==> config.mk <==
export PLATFORM = sky130hd
export DESIGN_NAME = rv32v_decode_execute_pipe_flat
export DESIGN_NICKNAME = d
export VERILOG_FILES = /design/src/rtl/rv32v_decode_execute_pipe_pkg.sv /design/src/rtl/rv32v_decode_execute_pipe_if.sv /design/src/rtl/rv32v_decode_execute_pipe.sv /design/src/flat_wrapper.sv
export SDC_FILE = /design/constraint.sdc
export NUM_CORES = 1
export LEC_CHECK = 0
export BUFFER_PORTS_ARGS = -buffer_cell sky130_fd_sc_hd__buf_2
export CORE_AREA = 3 3 255 257
export DETAILED_ROUTE_END_ITERATION = 8
export DIE_AREA = 0 0 258 260
export PLACE_DENSITY = 0.67
export SYNTH_ARGS = -nofsm -noshare
export SYNTH_HDL_FRONTEND = slang
export SYNTH_SLANG_ARGS = --single-unit
==> constraint.sdc <==
create_clock -name i_clk -period 10.3 [get_ports i_clk]
set_input_delay 0.515 -clock i_clk [delete_from_list [all_inputs] [get_ports i_clk]]
set_output_delay 0.515 -clock i_clk [all_outputs]
set_load 0.01 [all_outputs]
==> src/rtl/rv32v_decode_execute_pipe_pkg.sv <==
// Shared types for the rv32v decode->execute staging buffer.
// Execute unpacks the control word using the field enums below.
package rv32v_decode_execute_pipe_pkg;

  localparam int VLANES    = 2;
  localparam int DX_DATA_W = 32;
  localparam int DX_CTRL_W = 128;
  localparam int DX_IDX_W  = 4;

  typedef enum logic [2:0] {
    FU_ALU = 3'd0,
    FU_MUL = 3'd1,
    FU_DIV = 3'd2,
    FU_LSU = 3'd3,
    FU_PRM = 3'd4
  } fu_type_e;

  typedef enum logic [1:0] {
    SEW_8  = 2'd0,
    SEW_16 = 2'd1,
    SEW_32 = 2'd2
  } vsew_e;

  // One decode->execute transfer at the default lane count.
  typedef struct packed {
    logic [DX_CTRL_W-1:0]              ctrl;
    logic [DX_IDX_W-1:0]               index;
    logic [VLANES-1:0][DX_DATA_W-1:0]  vs1;
    logic [VLANES-1:0][DX_DATA_W-1:0]  vs2;
    logic [VLANES-1:0][DX_DATA_W-1:0]  vs3;
    logic [VLANES-1:0]                 mask;
  } dx_entry_t;

endpackage

==> src/rtl/rv32v_decode_execute_pipe_if.sv <==
// Decode->execute handshake bundle; master is the decode/execute environment,
// slave is the staging buffer.
interface rv32v_decode_execute_pipe_if #(
  parameter int NUM_LANES = 2,
  parameter int DATA_W    = 32,
  parameter int CTRL_W    = 128,
  parameter int DEPTH     = 2,
  parameter int IDX_W     = 4
);
  localparam int OCC_W = $clog2(DEPTH) + 1;

  logic                          in_valid;
  logic                          in_ready;
  logic [CTRL_W-1:0]             in_ctrl;
  logic [IDX_W-1:0]              in_index;
  logic [NUM_LANES*DATA_W-1:0]   in_vs1;
  logic [NUM_LANES*DATA_W-1:0]   in_vs2;
  logic [NUM_LANES*DATA_W-1:0]   in_vs3;
  logic [NUM_LANES-1:0]          in_mask;

  logic                          out_valid;
  logic                          out_ready;
  logic [CTRL_W-1:0]             out_ctrl;
  logic [IDX_W-1:0]              out_index;
  logic [NUM_LANES*DATA_W-1:0]   out_vs1;
  logic [NUM_LANES*DATA_W-1:0]   out_vs2;
  logic [NUM_LANES*DATA_W-1:0]   out_vs3;
  logic [NUM_LANES-1:0]          out_mask;

  logic                          flush;
  logic                          kill_valid;
  logic [IDX_W-1:0]              kill_index;
  logic [OCC_W-1:0]              occupancy;

  modport master (
    output in_valid, in_ctrl, in_index, in_vs1, in_vs2, in_vs3, in_mask,
    output out_ready, flush, kill_valid, kill_index,
    input  in_ready, out_valid, out_ctrl, out_index, out_vs1, out_vs2, out_vs3, out_mask,
    input  occupancy
  );

  modport slave (
    input  in_valid, in_ctrl, in_index, in_vs1, in_vs2, in_vs3, in_mask,
    input  out_ready, flush, kill_valid, kill_index,
    output in_ready, out_valid, out_ctrl, out_index, out_vs1, out_vs2, out_vs3, out_mask,
    output occupancy
  );
endinterface

==> src/rtl/rv32v_decode_execute_pipe.sv <==
// DEPTH-entry valid/ready staging FIFO between rv32v decode and execute,
// with full flush and squash-by-completion-index.
module rv32v_decode_execute_pipe
  import rv32v_decode_execute_pipe_pkg::*;
#(
  parameter int NUM_LANES = VLANES,
  parameter int DATA_W    = DX_DATA_W,
  parameter int CTRL_W    = DX_CTRL_W,
  parameter int DEPTH     = 2,
  parameter int IDX_W     = DX_IDX_W
) (
  input logic                   i_clk,
  input logic                   i_rst,
  rv32v_decode_execute_pipe_if.slave bus
);

  localparam int PTR_W = $clog2(DEPTH);
  localparam int OCC_W = PTR_W + 1;

  typedef struct packed {
    logic [CTRL_W-1:0]                 ctrl;
    logic [IDX_W-1:0]                  index;
    logic [NUM_LANES-1:0][DATA_W-1:0]  vs1;
    logic [NUM_LANES-1:0][DATA_W-1:0]  vs2;
    logic [NUM_LANES-1:0][DATA_W-1:0]  vs3;
    logic [NUM_LANES-1:0]              mask;
  } entry_t;

  entry_t            r_mem [DEPTH];
  logic [DEPTH-1:0]  r_live;
  logic [PTR_W-1:0]  r_wr_ptr;
  logic [PTR_W-1:0]  r_rd_ptr;
  logic [OCC_W-1:0]  r_count;

  entry_t            w_head;
  entry_t            w_in_entry;
  logic              w_nonempty;
  logic              w_in_ready;
  logic              w_out_valid;
  logic              w_head_kill;
  logic              w_in_live;
  logic              w_push;
  logic              w_pop;
  logic [DEPTH-1:0]  w_live_nxt;

  function automatic logic [OCC_W-1:0] popcnt(input logic [DEPTH-1:0] v);
    logic [OCC_W-1:0] n;
    n = '0;
    for (int i = 0; i < DEPTH; i++) n = n + OCC_W'(v[i]);
    return n;
  endfunction

  assign w_head      = r_mem[r_rd_ptr];
  assign w_nonempty  = (r_count != '0);
  assign w_in_ready  = (r_count < OCC_W'(DEPTH));
  assign w_out_valid = r_live[r_rd_ptr] & w_nonempty;
  assign w_head_kill = bus.kill_valid & (w_head.index == bus.kill_index);
  assign w_in_live   = ~(bus.kill_valid & (bus.in_index == bus.kill_index));
  assign w_push      = bus.in_valid & w_in_ready;
  // Dead heads drain on their own; a live head killed this cycle is left for that path.
  assign w_pop       = w_nonempty & (~r_live[r_rd_ptr] | (bus.out_ready & ~w_head_kill));

  assign w_in_entry.ctrl  = bus.in_ctrl;
  assign w_in_entry.index = bus.in_index;
  assign w_in_entry.vs1   = bus.in_vs1;
  assign w_in_entry.vs2   = bus.in_vs2;
  assign w_in_entry.vs3   = bus.in_vs3;
  assign w_in_entry.mask  = bus.in_mask;

  always_comb begin
    w_live_nxt = r_live;
    for (int i = 0; i < DEPTH; i++)
      if (bus.kill_valid && (r_mem[i].index == bus.kill_index)) w_live_nxt[i] = 1'b0;
    if (w_pop)  w_live_nxt[r_rd_ptr] = 1'b0;
    if (w_push) w_live_nxt[r_wr_ptr] = w_in_live;
  end

  always_ff @(posedge i_clk) begin
    if (i_rst) begin
      r_wr_ptr <= '0;
      r_rd_ptr <= '0;
      r_count  <= '0;
      r_live   <= '0;
      for (int i = 0; i < DEPTH; i++) r_mem[i] <= '0;
    end else if (bus.flush) begin
      r_wr_ptr <= '0;
      r_rd_ptr <= '0;
      r_count  <= '0;
      r_live   <= '0;
    end else begin
      r_live <= w_live_nxt;
      if (w_push) begin
        r_mem[r_wr_ptr] <= w_in_entry;
        r_wr_ptr        <= r_wr_ptr + 1'b1;
      end
      if (w_pop) r_rd_ptr <= r_rd_ptr + 1'b1;
      r_count <= r_count + OCC_W'(w_push) - OCC_W'(w_pop);
    end
  end

  assign bus.in_ready  = w_in_ready;
  assign bus.out_valid = w_out_valid;
  assign bus.out_ctrl  = w_head.ctrl;
  assign bus.out_index = w_head.index;
  assign bus.out_vs1   = w_head.vs1;
  assign bus.out_vs2   = w_head.vs2;
  assign bus.out_vs3   = w_head.vs3;
  assign bus.out_mask  = w_head.mask;
  assign bus.occupancy = popcnt(r_live);

endmodule

==> src/flat_wrapper.sv <==
// flat-port wrapper written by rule: the top's interface ports become plain ports
module rv32v_decode_execute_pipe_flat import rv32v_decode_execute_pipe_pkg::*;
#(
  parameter int NUM_LANES = VLANES,
  parameter int DATA_W    = DX_DATA_W,
  parameter int CTRL_W    = DX_CTRL_W,
  parameter int DEPTH     = 2,
  parameter int IDX_W     = DX_IDX_W
)
  (i_clk, i_rst, bus_in_valid, bus_in_ctrl, bus_in_index, bus_in_vs1, bus_in_vs2, bus_in_vs3, bus_in_mask, bus_out_ready, bus_flush, bus_kill_valid, bus_kill_index, bus_in_ready, bus_out_valid, bus_out_ctrl, bus_out_index, bus_out_vs1, bus_out_vs2, bus_out_vs3, bus_out_mask, bus_occupancy);
  rv32v_decode_execute_pipe_if #(.NUM_LANES(NUM_LANES), .DATA_W(DATA_W), .CTRL_W(CTRL_W), .DEPTH(DEPTH), .IDX_W(IDX_W)) bus_i ();
  input logic i_clk;
  input logic i_rst;
  input wire logic [$bits(bus_i.in_valid)-1:0] bus_in_valid;
  input wire logic [$bits(bus_i.in_ctrl)-1:0] bus_in_ctrl;
  input wire logic [$bits(bus_i.in_index)-1:0] bus_in_index;
  input wire logic [$bits(bus_i.in_vs1)-1:0] bus_in_vs1;
  input wire logic [$bits(bus_i.in_vs2)-1:0] bus_in_vs2;
  input wire logic [$bits(bus_i.in_vs3)-1:0] bus_in_vs3;
  input wire logic [$bits(bus_i.in_mask)-1:0] bus_in_mask;
  input wire logic [$bits(bus_i.out_ready)-1:0] bus_out_ready;
  input wire logic [$bits(bus_i.flush)-1:0] bus_flush;
  input wire logic [$bits(bus_i.kill_valid)-1:0] bus_kill_valid;
  input wire logic [$bits(bus_i.kill_index)-1:0] bus_kill_index;
  output wire logic [$bits(bus_i.in_ready)-1:0] bus_in_ready;
  output wire logic [$bits(bus_i.out_valid)-1:0] bus_out_valid;
  output wire logic [$bits(bus_i.out_ctrl)-1:0] bus_out_ctrl;
  output wire logic [$bits(bus_i.out_index)-1:0] bus_out_index;
  output wire logic [$bits(bus_i.out_vs1)-1:0] bus_out_vs1;
  output wire logic [$bits(bus_i.out_vs2)-1:0] bus_out_vs2;
  output wire logic [$bits(bus_i.out_vs3)-1:0] bus_out_vs3;
  output wire logic [$bits(bus_i.out_mask)-1:0] bus_out_mask;
  output wire logic [$bits(bus_i.occupancy)-1:0] bus_occupancy;
  assign bus_i.in_valid = bus_in_valid;
  assign bus_i.in_ctrl = bus_in_ctrl;
  assign bus_i.in_index = bus_in_index;
  assign bus_i.in_vs1 = bus_in_vs1;
  assign bus_i.in_vs2 = bus_in_vs2;
  assign bus_i.in_vs3 = bus_in_vs3;
  assign bus_i.in_mask = bus_in_mask;
  assign bus_i.out_ready = bus_out_ready;
  assign bus_i.flush = bus_flush;
  assign bus_i.kill_valid = bus_kill_valid;
  assign bus_i.kill_index = bus_kill_index;
  assign bus_in_ready = bus_i.in_ready;
  assign bus_out_valid = bus_i.out_valid;
  assign bus_out_ctrl = bus_i.out_ctrl;
  assign bus_out_index = bus_i.out_index;
  assign bus_out_vs1 = bus_i.out_vs1;
  assign bus_out_vs2 = bus_i.out_vs2;
  assign bus_out_vs3 = bus_i.out_vs3;
  assign bus_out_mask = bus_i.out_mask;
  assign bus_occupancy = bus_i.occupancy;
  rv32v_decode_execute_pipe #(.NUM_LANES(NUM_LANES), .DATA_W(DATA_W), .CTRL_W(CTRL_W), .DEPTH(DEPTH), .IDX_W(IDX_W)) u_core (.i_clk(i_clk), .i_rst(i_rst), .bus(bus_i));
endmodule
==> results.md, run 1 <==
- Mapped Nets: 2153
- DRC viols: 0
- Max Cap Violations: 0
- Die W: 258 um
- CTS hold repair buffers: 0
- CP peak stage delay: 0.99 ns
- Vias in the first global route: 17.5k
- Pre-Repair DR Iteration Count: 4
- Iter 0 DRT Violations: 1171
- Clock latency on the worst-skew pair: 0.60 ns
- Drt wl/cell: 21.1 um
- RSZ-0062 raised after global routing: no
- Highest clock rate: 221 MHz
- Least-Margin Pin Slew: 1.15 ns
- Fin util: 0.550
- Largest net degree at the start of global routing: 160
- Most common cell after layout, fill and taps aside: buf_2
- Mean Syn Cell Area: 15.7 sq um
- Distinct cell type count after synthesis: 36
- P_int: 4.99 mW
- Cell Area, Synth: 28400 sq um
- Final nets: 2796
- Startpoint type of the worst setup path: flip-flop
- Final Max Tran Viols: 0
- Clock network power share: 0.345
- Critical path buffer and inverter count: 3
- Total CTS buffers: 71
- WL met3: 5740 um
- Worst path cell trace: buf_4 > buf_4 > mux2_2 > buf_2
- Starting Density: 0.452
- Ports: 666
- Sw Ratio: 0.256
- Core Box Area: 63000 sq um
- DP Area: 32500 sq um
- Die Span Y: 260 um
- CTS tree: yes
- YS warnings: 0
- DRT antenna net count: 0
- Ratio of cells with drive above 1 in the final layout: 0.441
- Final wirelength: 71300 um
- Placed cells: 3230
- Final setup fails: 0
- Place WS: 6.05 ns
- CP required: 9.79 ns
- Number of enable flip-flop cells after synthesis: 652
- Crit end category: primary output
- GP Congestion: 0.797
- Highest-count cells in the layout ignoring fill and taps: buf_2, and2_1, edfxtp_1
- Hold Path Class: in -> reg
- Root buffer cell: clkbuf_16
- Post-DP HPWL: 47200 um
- Asr flop ratio synth: 0
- CP delay by family, top: buffers and inverters
- Hold Slack: 0.201 ns
- Net load switching power: 1.72 mW
- Min cycle time layout: 4.53 ns
- Pleak: 14.3 nW
- Maximum VDD drop: 0.143 mV
- Gr ovfl total: 0
- Layout Skew: 0.0333 ns
- Post-route insts no fill: 3374
- # rows: 92
- Final Instance Area: 34600 sq um
- Total Power: 6.71 mW
- Final WS setup: 5.77 ns
- Wire length on met1: 26400 um
- Slowest cell on crit path: buf_4
- CTS Sinks: 659
- Main area contributors after synthesis: edfxtp_1, and2_1, mux2_2
- Status: finished clean
- Initial antenna violation count: 30
- Setup CP Type: reg -> out
- Global-route wire length before repair: 104000 um
- Synth area leader: edfxtp_1
- Yosys top cell area share: 0.688
- FF+latch count, synth: 659
- Comb pwr share: 0.177
- Synth Instances: 1814
- Period utilization: 0.440
- Sequential area share after synthesis: 0.693
- Clk slew on worst S/H paths: 0.06 ns
- Post-route setup TNS: 0 ns
- Worst EP arrival: 4.02 ns
- CTS Buffer Depth: 3
- Metal2 WL: 36600 um
- CP max FO: 80
- Pwr/cell area: 194 nW/um^2
- # Post-CTS Setup Buffers: 0
- Vias per cell: 4.96
- Via count: 16.7k
- Total GRT Usage: 0.205
- Rel. slew slack: 0.234
- Final Hold Violating Endpoints: 0
- DIE AREA: 67100 sq um
- Flop pwr share: 0.478
- Resize count post-CTS: 0
- Top_reg_cell synth: edfxtp_1
- Area grow syn2layout: 21.8%
- Most used cell, CP: buf_4
- Highest metal used: met5
- CTS H-tree depth: 3
- IO buf count: 665
metal layers:
| layer | vias up | track usage |
|---|---|---|
| li1 | 7772 | - |
| met1 | 8262 | 0.233 |
| met2 | 545 | 0.350 |
| met3 | 131 | 0.0701 |
| met4 | 16 | 0.0954 |
| met5 | - | 0 |
final timing paths:
kind	slack (ns)	startpoint	to	cells past startpoint
setup / recovery	5.77	flip-flop	bus_out_vs1[8]	4
hold reg to reg	0.53	u_core.r_live[1]$_SDFF_PP0_	u_core.r_live[1]$_SDFF_PP0_	2
setup reg to reg	6.09	flip-flop	u_core.r_count[1]$_SDFF_PP0_	12
hold / removal	0.20	bus_in_ctrl[64]	u_core.r_mem[1][262]$_SDFFCE_PN0P_	2
worst reg2reg max path, stage by stage (launching register included):
cell and delay, ns:
dfxtp_4 0.92, buf_4 1.03, mux2_2 0.45, mux2_2 0.29, nor4_4 0.27, nor2b_1 0.09
o22a_1 0.17, ha_1 0.27, inv_1 0.03, ha_1 0.18, xnor2_1 0.19, xnor2_1 0.14
nor2_1 0.06
cell families (layout without fill, tap and decap cells):
family / after synthesis / in the layout / synth area share
AND/OR/NAND/NOR: 687 / 687 / 0.151
flip-flops: 659 / 659 / 0.693
multiplexers: 328 / 328 / 0.130
buffers and inverters: 113 / 807 / 0.0175
XOR/XNOR: 17 / 17 / 0.00524
AO/OA/AOI/OAI: 7 / 7 / 0.00194
adder cells (fa/ha/maj): 3 / 3 / 0.00132
other: 0 / 20 / 0
synth_stat cells, types with 3 or more instances:
master    instances
nor2_1            6
mux2_2          325
xnor2_1           5
nand2b_1          4
nand3_1           3
edfxtp_1        652
clkbuf_2         10
inv_1             3
xor2_1           12
clkbuf_1         64
nand4_1           3
and2_1          653
dfxtp_1           7
ha_1              3
buf_4             4
nor3_1            3
buf_2            30
nand2_1           5
final cells by class:
cell class,instances,area (sq um)
Sequential cell,659,19700
Clock buffer,88,1860
Timing Repair Buffer,680,3480
Inverter,3,11.3
Multi-Input combinational cell,1042,8250
Clock inverter,36,215
Tap cell,846,1060
Fill cell,5229,28300
Antenna cell,20,50.0
sequential cells by signal, summed over array words and instances (netlist names), named ones only:
signal / flops
u_core.r_wr_ptr: 1
u_core.r_rd_ptr: 1
u_core.r_live: 2
u_core.r_count: 2
u_core.r_mem: 652
power groups by stage:
stage / registers, mW / clock network [mW] / logic, mW
floorplan: 3.25 / 0 / 0.747
global placement: 3.25 / 0 / 1.20
detailed placement: 3.26 / 0 / 1.20
CTS: 3.20 / 2.37 / 1.21
global route: 3.22 / 2.47 / 1.27
finish: 3.20 / 2.31 / 1.19
Power figures use the tool's default switching activity.
==> inputs of run 2 (changes only) <==
- ABC_AREA: unset -> 1
- CORE_AREA: 3 3 255 257 -> 3 3 262 264
- DIE_AREA: 0 0 258 260 -> 0 0 265 267
- clock period: 10.3 -> 4.1 ns (I/O delays scaled with it)
==> results.md, run 2 <==
- # rows: 95 (was 92)
- Die Span Y: 267 um (was 260 um)
- CTS hold repair buffers: 332 (was 0)
- Gr ovfl total: 0 (unchanged)
- Net load switching power: 4.24 mW (was 1.72 mW)
- Max Cap Violations: 0 (unchanged)
- IO buf count: 665 (unchanged)
- Vias per cell: 4.74 (was 4.96)
- Distinct cell type count after synthesis: 26 (was 36)
- Total CTS buffers: 71 (unchanged)
- Least-Margin Pin Slew: 1.11 ns (was 1.15 ns)
- CP peak stage delay: 0.66 ns (was 0.99 ns)
- Maximum VDD drop: 0.350 mV (was 0.143 mV)
- Area grow syn2layout: 33.0% (was 21.8%)
- CTS tree: yes (unchanged)
- Synth Instances: 2862 (was 1814)
- Post-route setup TNS: 0 ns (unchanged)
- Pwr/cell area: 428 nW/um^2 (was 194 nW/um^2)
- Via count: 22.5k (was 16.7k)
- P_int: 12.2 mW (was 4.99 mW)
- DRC viols: 0 (unchanged)
- Post-route insts no fill: 4746 (was 3374)
- Cell Area, Synth: 28800 sq um (was 28400 sq um)
- Startpoint type of the worst setup path: primary input (was flip-flop)
- Die W: 265 um (was 258 um)
- Drt wl/cell: 16.9 um (was 21.1 um)
- Comb pwr share: 0.151 (was 0.177)
- Ratio of cells with drive above 1 in the final layout: 0.245 (was 0.441)
- Critical path buffer and inverter count: 6 (was 3)
- Synth area leader: edfxtp_1 (unchanged)
- Most common cell in the synthesized netlist: nand2_1 (was and2_1)
- Synth top cells by count: nand2_1, edfxtp_1, nor2_1 (was and2_1, edfxtp_1, mux2_2)
- Flop pwr share: 0.483 (was 0.478)
- Crit end category: flip-flop (was primary output)
- Final nets: 4156 (was 2796)
- Slowest cell on crit path: dlygate4sd3_1 (was buf_4)
- Post-DP HPWL: 48400 um (was 47200 um)
- CP max FO: 80 (unchanged)
- GP Congestion: 0.826 (was 0.797)
- Sw Ratio: 0.258 (was 0.256)
- Largest net degree at the start of global routing: 178 (was 160)
- Setup CP Type: in -> reg (was reg -> out)
- CP delay by family, top: buffers and inverters (unchanged)
- Pleak: 18.4 nW (was 14.3 nW)
- Pre-Repair DR Iteration Count: 6 (was 4)
- Max FFs per register: 652 (unchanged)
- Global-route wire length before repair: 122000 um (was 104000 um)
- Layout Skew: 0.0253 ns (was 0.0333 ns)
- YS warnings: 0 (unchanged)
- RSZ-0062 raised after global routing: no (unchanged)
- DIE AREA: 70800 sq um (was 67100 sq um)
- CTS Buffer Depth: 3 (unchanged)
- Worst EP arrival: 3.32 ns (was 4.02 ns)
- Clock network power share: 0.366 (was 0.345)
- Highest-count cells in the layout ignoring fill and taps: nand2_1, buf_2, edfxtp_1 (was buf_2, and2_1, edfxtp_1)
- Final Max Tran Viols: 0 (unchanged)
- Number of enable flip-flop cells after synthesis: 652 (unchanged)
- Worst path cell trace: dlygate4sd3_1 > buf_2 > nor2_2 > dlygate4sd3_1 > inv_2 > nor2_2 > inv_8 > nand2_8 > buf_4 (was buf_4 > buf_4 > mux2_2 > buf_2)
- Clk slew on worst S/H paths: 0.06 ns (about the same)
- Final wirelength: 80400 um (was 71300 um)
- Period utilization: 0.753
- Final Hold Violating Endpoints: 0 (unchanged)
- Placed cells: 4285 (was 3230)
- Total GRT Usage: 0.221 (was 0.205)
- Most common cell after layout, fill and taps aside: nand2_1 (was buf_2)
- Yosys top cell area share: 0.680 (was 0.688)
- # Post-CTS Setup Buffers: 0 (unchanged)
- Hold Path Class: in -> reg (unchanged)
- Mapped Nets: 3201 (was 2153)
- Vias in the first global route: 22.1k (was 17.5k)
- Mean Syn Cell Area: 10.1 sq um (was 15.7 sq um)
- Core Box Area: 66800 sq um (was 63000 sq um)
- Largest regs: u_core.r_mem (652), u_core.r_count (2), u_core.r_live (2) (unchanged)
- Min cycle time layout: 3.09 ns
- Resize count post-CTS: 0 (unchanged)
- DRT antenna net count: 0 (unchanged)
- Clock latency on the worst-skew pair: 0.58 ns (was 0.60 ns)
- Final setup fails: 0 (unchanged)
- Starting Density: 0.431 (was 0.452)
- Status: finished clean (unchanged)
- CP required: 4.34 ns (was 9.79 ns)
- Root buffer cell: clkbuf_16 (unchanged)
- CTS Sinks: 659 (unchanged)
- Asr flop ratio synth: 0 (unchanged)
- Initial antenna violation count: 3 (was 30)
- Sequential area share after synthesis: 0.685 (was 0.693)
- Top_reg_cell synth: edfxtp_1 (unchanged)
- Main area contributors after synthesis: edfxtp_1, nand2_1, nor2_1 (was edfxtp_1, and2_1, mux2_2)
- Iter 0 DRT Violations: 1876 (was 1171)
- Rel. slew slack: 0.258 (was 0.234)
- Top reg by flops: u_core.r_mem (unchanged)
- Highest clock rate: 324 MHz
- FF+latch count, synth: 659 (unchanged)
- CTS H-tree depth: 3 (unchanged)
- Ports: 666 (unchanged)
[run 2: power groups by stage]
stage          Sequential, mW  Combinational [mW]  Clock (mW)
6_report                 7.93                2.47        6.00
5_1_grt                  7.96                2.70        6.42
4_1_cts                  7.93                2.47        6.13
3_5_place_dp             8.07                2.21           0
3_3_place_gp             8.05                2.20           0
2_1_floorplan            8.07                1.21           0
[run 2: stage by stage]
stage          hold slack, ns  instance area (sq um)  setup WS (ns)  power [mW]   util
2_1_floorplan           0.388                  28800          0.334        9.28      -
3_3_place_gp            0.466                  32800           1.53        10.3  0.491
3_5_place_dp            0.464                  32800           1.52        10.3  0.491
4_1_cts                0.0349                  38300           1.01        16.5  0.573
5_1_grt                0.0846                  38300          0.878        17.1  0.573
6_report               0.0674                  38300           1.01        16.4  0.573
[run 2: layer usage]
metal  vias up  track usage  part of all wire  wire length [um]
li1      10800            -                 -                 -
met1     10400        0.263              0.37             29600
met2      1023        0.376              0.50             40500
met3       233       0.0458             0.076              6080
met4         0        0.123             0.053              4260
met5         -            0                 0                 0
[run 2: worst min-delay path, stage by stage]
cell and delay (ns):
buf_2 0.09, nand2_1 0.07, nand2_2 0.08, a21oi_1 0.08
nor2_1 0.09
[run 2: final timing paths]
kind                                      from                               end  slack [ns]  cells past startpoint
setup reg to reg                     flip-flop      u_core.r_count[1]$_SDFF_PP0_        1.57                     15
setup / recovery                     bus_flush  u_core.r_mem[1][8]$_SDFFCE_PN0P_        1.01                      9
hold reg to reg   u_core.r_count[1]$_SDFF_PP0_      u_core.r_count[1]$_SDFF_PP0_        0.48                      1
hold / removal                   bus_out_ready      u_core.r_rd_ptr$_SDFFE_PP0P_        0.07                      5
[run 2: kinds of logic (layout without fill, tap and decap cells)]
group                    count (synthesis)  count (layout)  synth area share
AO/OA/AOI/OAI                           17              17           0.00322
XOR/XNOR                                 3               3          0.000913
adder cells (fa/ha/maj)                  3               3           0.00130
buffers and inverters                  491            1498            0.0734
flip-flops                             659             659             0.685
other                                    0               4                 0
AND/OR/NAND/NOR                       1689            1689             0.236
[run 2: cell type report]
type                    instances  area [sq um]
well taps                     873          1090
diodes                          4          10.0
inverters                     347          1330
repair buffers               1026          7010
clock inverters                34           294
clock buffers                  91          1850
flip-flops and latches        659         19700
multi-input cells            1712          6980
fillers                      5443         28500
==> inputs of run 3 (changes only) <==
- CORE_AREA: 3 3 262 264 -> 3 3 257 259
- DIE_AREA: 0 0 265 267 -> 0 0 260 262
- PLACE_DENSITY: 0.67 -> 0.66
- clock period: 4.1 -> 3.1 ns (I/O delays scaled with it)
==> results.md, run 3 (synthesis gave the netlist of run 2 again) <==
- Largest net degree at the start of global routing: 205 (was 178)
- Via count: 22.6k (was 22.5k)
- Total CTS buffers: 71 (unchanged)
- Crit end category: primary output (was flip-flop)
- Min cycle time layout: 2.94 ns
- Pre-Repair DR Iteration Count: 5 (was 6)
- Die Span Y: 262 um (was 267 um)
- CTS Buffer Depth: 3 (unchanged)
- Ports: 666 (unchanged)
- GP Congestion: 0.874 (was 0.826)
- Die W: 260 um (was 265 um)
- Ratio of cells with drive above 1 in the final layout: 0.245 (about the same)
- Post-route setup TNS: 0 ns (unchanged)
- DRT antenna net count: 0 (unchanged)
- Final Hold Violating Endpoints: 0 (unchanged)
- Iter 0 DRT Violations: 1889 (was 1876)
- CP peak stage delay: 0.61 ns (was 0.66 ns)
- CTS tree: yes (unchanged)
- Met3 Use GR: 0.0483 (was 0.0458)
- Fin util: 0.599 (was 0.573)
- Root buffer cell: clkbuf_16 (unchanged)
- Maximum VDD drop: 0.438 mV (was 0.350 mV)
- Pwr/cell area: 567 nW/um^2 (was 428 nW/um^2)
- CTS H-tree depth: 3 (unchanged)
- R2R Setup Slk: 0.41 ns (was 1.57 ns)
- Busiest grt layer: met2 (unchanged)
- # Post-CTS Setup Buffers: 0 (unchanged)
- IO buf count: 665 (unchanged)
- DRC viols: 0 (unchanged)
- Period utilization: 0.950
- Worst EP arrival: 2.79 ns (was 3.32 ns)
- Area grow syn2layout: 33.4% (was 33.0%)
- Vias per cell: 4.77 (was 4.74)
- Clock latency on the worst-skew pair: 0.60 ns (was 0.58 ns)
- Global-route wire length before repair: 124000 um (was 122000 um)
- DIE AREA: 68100 sq um (was 70800 sq um)
- Post-DP HPWL: 51900 um (was 48400 um)
- Highest clock rate: 340 MHz
- Total GRT Usage: 0.237 (was 0.221)
- Hold Path Class: in -> reg (unchanged)
- Final Max Tran Viols: 0 (unchanged)
- RSZ-0062 raised after global routing: no (unchanged)
- Startpoint type of the worst setup path: flip-flop (was primary input)
- Largest regs: u_core.r_mem (652), u_core.r_count (2), u_core.r_live (2) (unchanged)
- Pleak: 18.5 nW (was 18.4 nW)
- Most common cell after layout, fill and taps aside: nand2_1 (unchanged)
- Most used cell, CP: nand2_1
- Rel. slew slack: 0.118 (was 0.258)
- Final wirelength: 83500 um (was 80400 um)
- Initial antenna violation count: 7 (was 3)
- # rows: 93 (was 95)
- Core Box Area: 64100 sq um (was 66800 sq um)
- Clk slew on worst S/H paths: 0.06 ns (about the same)
- Highest-count cells in the layout ignoring fill and taps: nand2_1, buf_2, edfxtp_1 (unchanged)
- Top reg by flops: u_core.r_mem (unchanged)
- Met2 global-route usage: 0.394 (was 0.376)
- Max Cap Violations: 0 (unchanged)
- Layout Skew: 0.0198 ns (was 0.0253 ns)
- CTS Sinks: 659 (unchanged)
- Status: finished clean (unchanged)
- Setup CP Type: reg -> out (was in -> reg)
- Starting Density: 0.449 (was 0.431)
- Worst path cell trace: inv_8 > buf_12 > nand2_1 > nand2_1 > buf_2 (was dlygate4sd3_1 > buf_2 > nor2_2 > dlygate4sd3_1 > inv_2 > nor2_2 > inv_8 > nand2_8 > buf_4)
- Final nets: 4160 (was 4156)
- Least-Margin Pin Slew: 1.32 ns (was 1.11 ns)
- Slowest cell on crit path: buf_12 (was dlygate4sd3_1)
- CP max FO: 201 (was 80)
- Max FFs per register: 652 (unchanged)
- CP required: 2.94 ns (was 4.34 ns)
- GR Util met1: 0.292 (was 0.263)
- Gr ovfl total: 0 (unchanged)
- Drt wl/cell: 17.6 um (was 16.9 um)
- Final setup fails: 0 (unchanged)
- Vias in the first global route: 22.1k (about the same)
## run 3: cell types whose count changed in the layout (fill, tap and decap cells not counted), sizes merged
cell	previous run	this run
buf	694	695
bufinv	4	2
clkbuf	91	95
clkinv	25	24
clkinvlp	1	4
diode	4	5
dlygate4sd3	332	335
## run 3: timing repair
item | CTS | global route
hold buffers | 335 | 0
setup endpoints to repair | 0 | 0
endpoints found under the hold margin | 659 | 0
resized for setup | 0 | 0
## run 3: final timing paths
path / depth (start not counted) / start / end
worst min register to register: 1 / u_core.r_count[1]$_SDFF_PP0_ / u_core.r_count[1]$_SDFF_PP0_
worst max register to register: 13 / flip-flop / flip-flop
worst min-delay path: 7 / bus_kill_index[2] / u_core.r_live[1]$_SDFF_PP0_
worst max-delay path: 5 / flip-flop / bus_out_ctrl[79]
## run 3: cell type report
class	instances	area, sq um
multi-input combinational	1712	6980
clock buffer	95	1910
timing repair buffer	1030	7110
clock inverter	34	273
tap	855	1070
fill	5155	25700
inverter	347	1330
sequential	659	19700
antenna	5	12.5
## run 3: metal layers
| layer | wire, um | vias to the layer above |
|---|---|---|
| met4 | 4300 | 4 |
| met1 | 31600 | 10500 |
| met5 | 25 | - |
| met2 | 41400 | 996 |
| li1 | - | 10800 |
| met3 | 6130 | 244 |
## run 3: worst max-delay path: cells and delay by family (launching register included)
| kind | cells | cell delay (ns) |
|---|---|---|
| flip-flops | 1 | 0.39 |
| AND/OR/NAND/NOR | 2 | 0.41 |
| buffers and inverters | 3 | 1.03 |
## run 3: through the flow
stage / hold WS, ns / power (mW) / std cells / area, sq um / setup WS (ns)
2_1_floorplan: 0.338 / 12.3 / 2862 / 28800 / 0.299
3_3_place_gp: 0.463 / 13.6 / 4268 / 32900 / 0.776
3_5_place_dp: 0.459 / 13.6 / 4268 / 32900 / 0.768
4_1_cts: 0.142 / 21.9 / 4732 / 38400 / 0.133
5_1_grt: 0.239 / 22.6 / 4734 / 38400 / 0.00975
6_report: 0.190 / 21.8 / 4737 / 38400 / 0.156
## run 3: report_power, final
group / internal (mW) / switching [mW] / leakage [nW]
clock: 4.54 / 3.47 / 1.05
combinational: 1.20 / 2.09 / 10.6
sequential: 10.3 / 0.153 / 6.84
total: 16.1 / 5.71 / 18.5
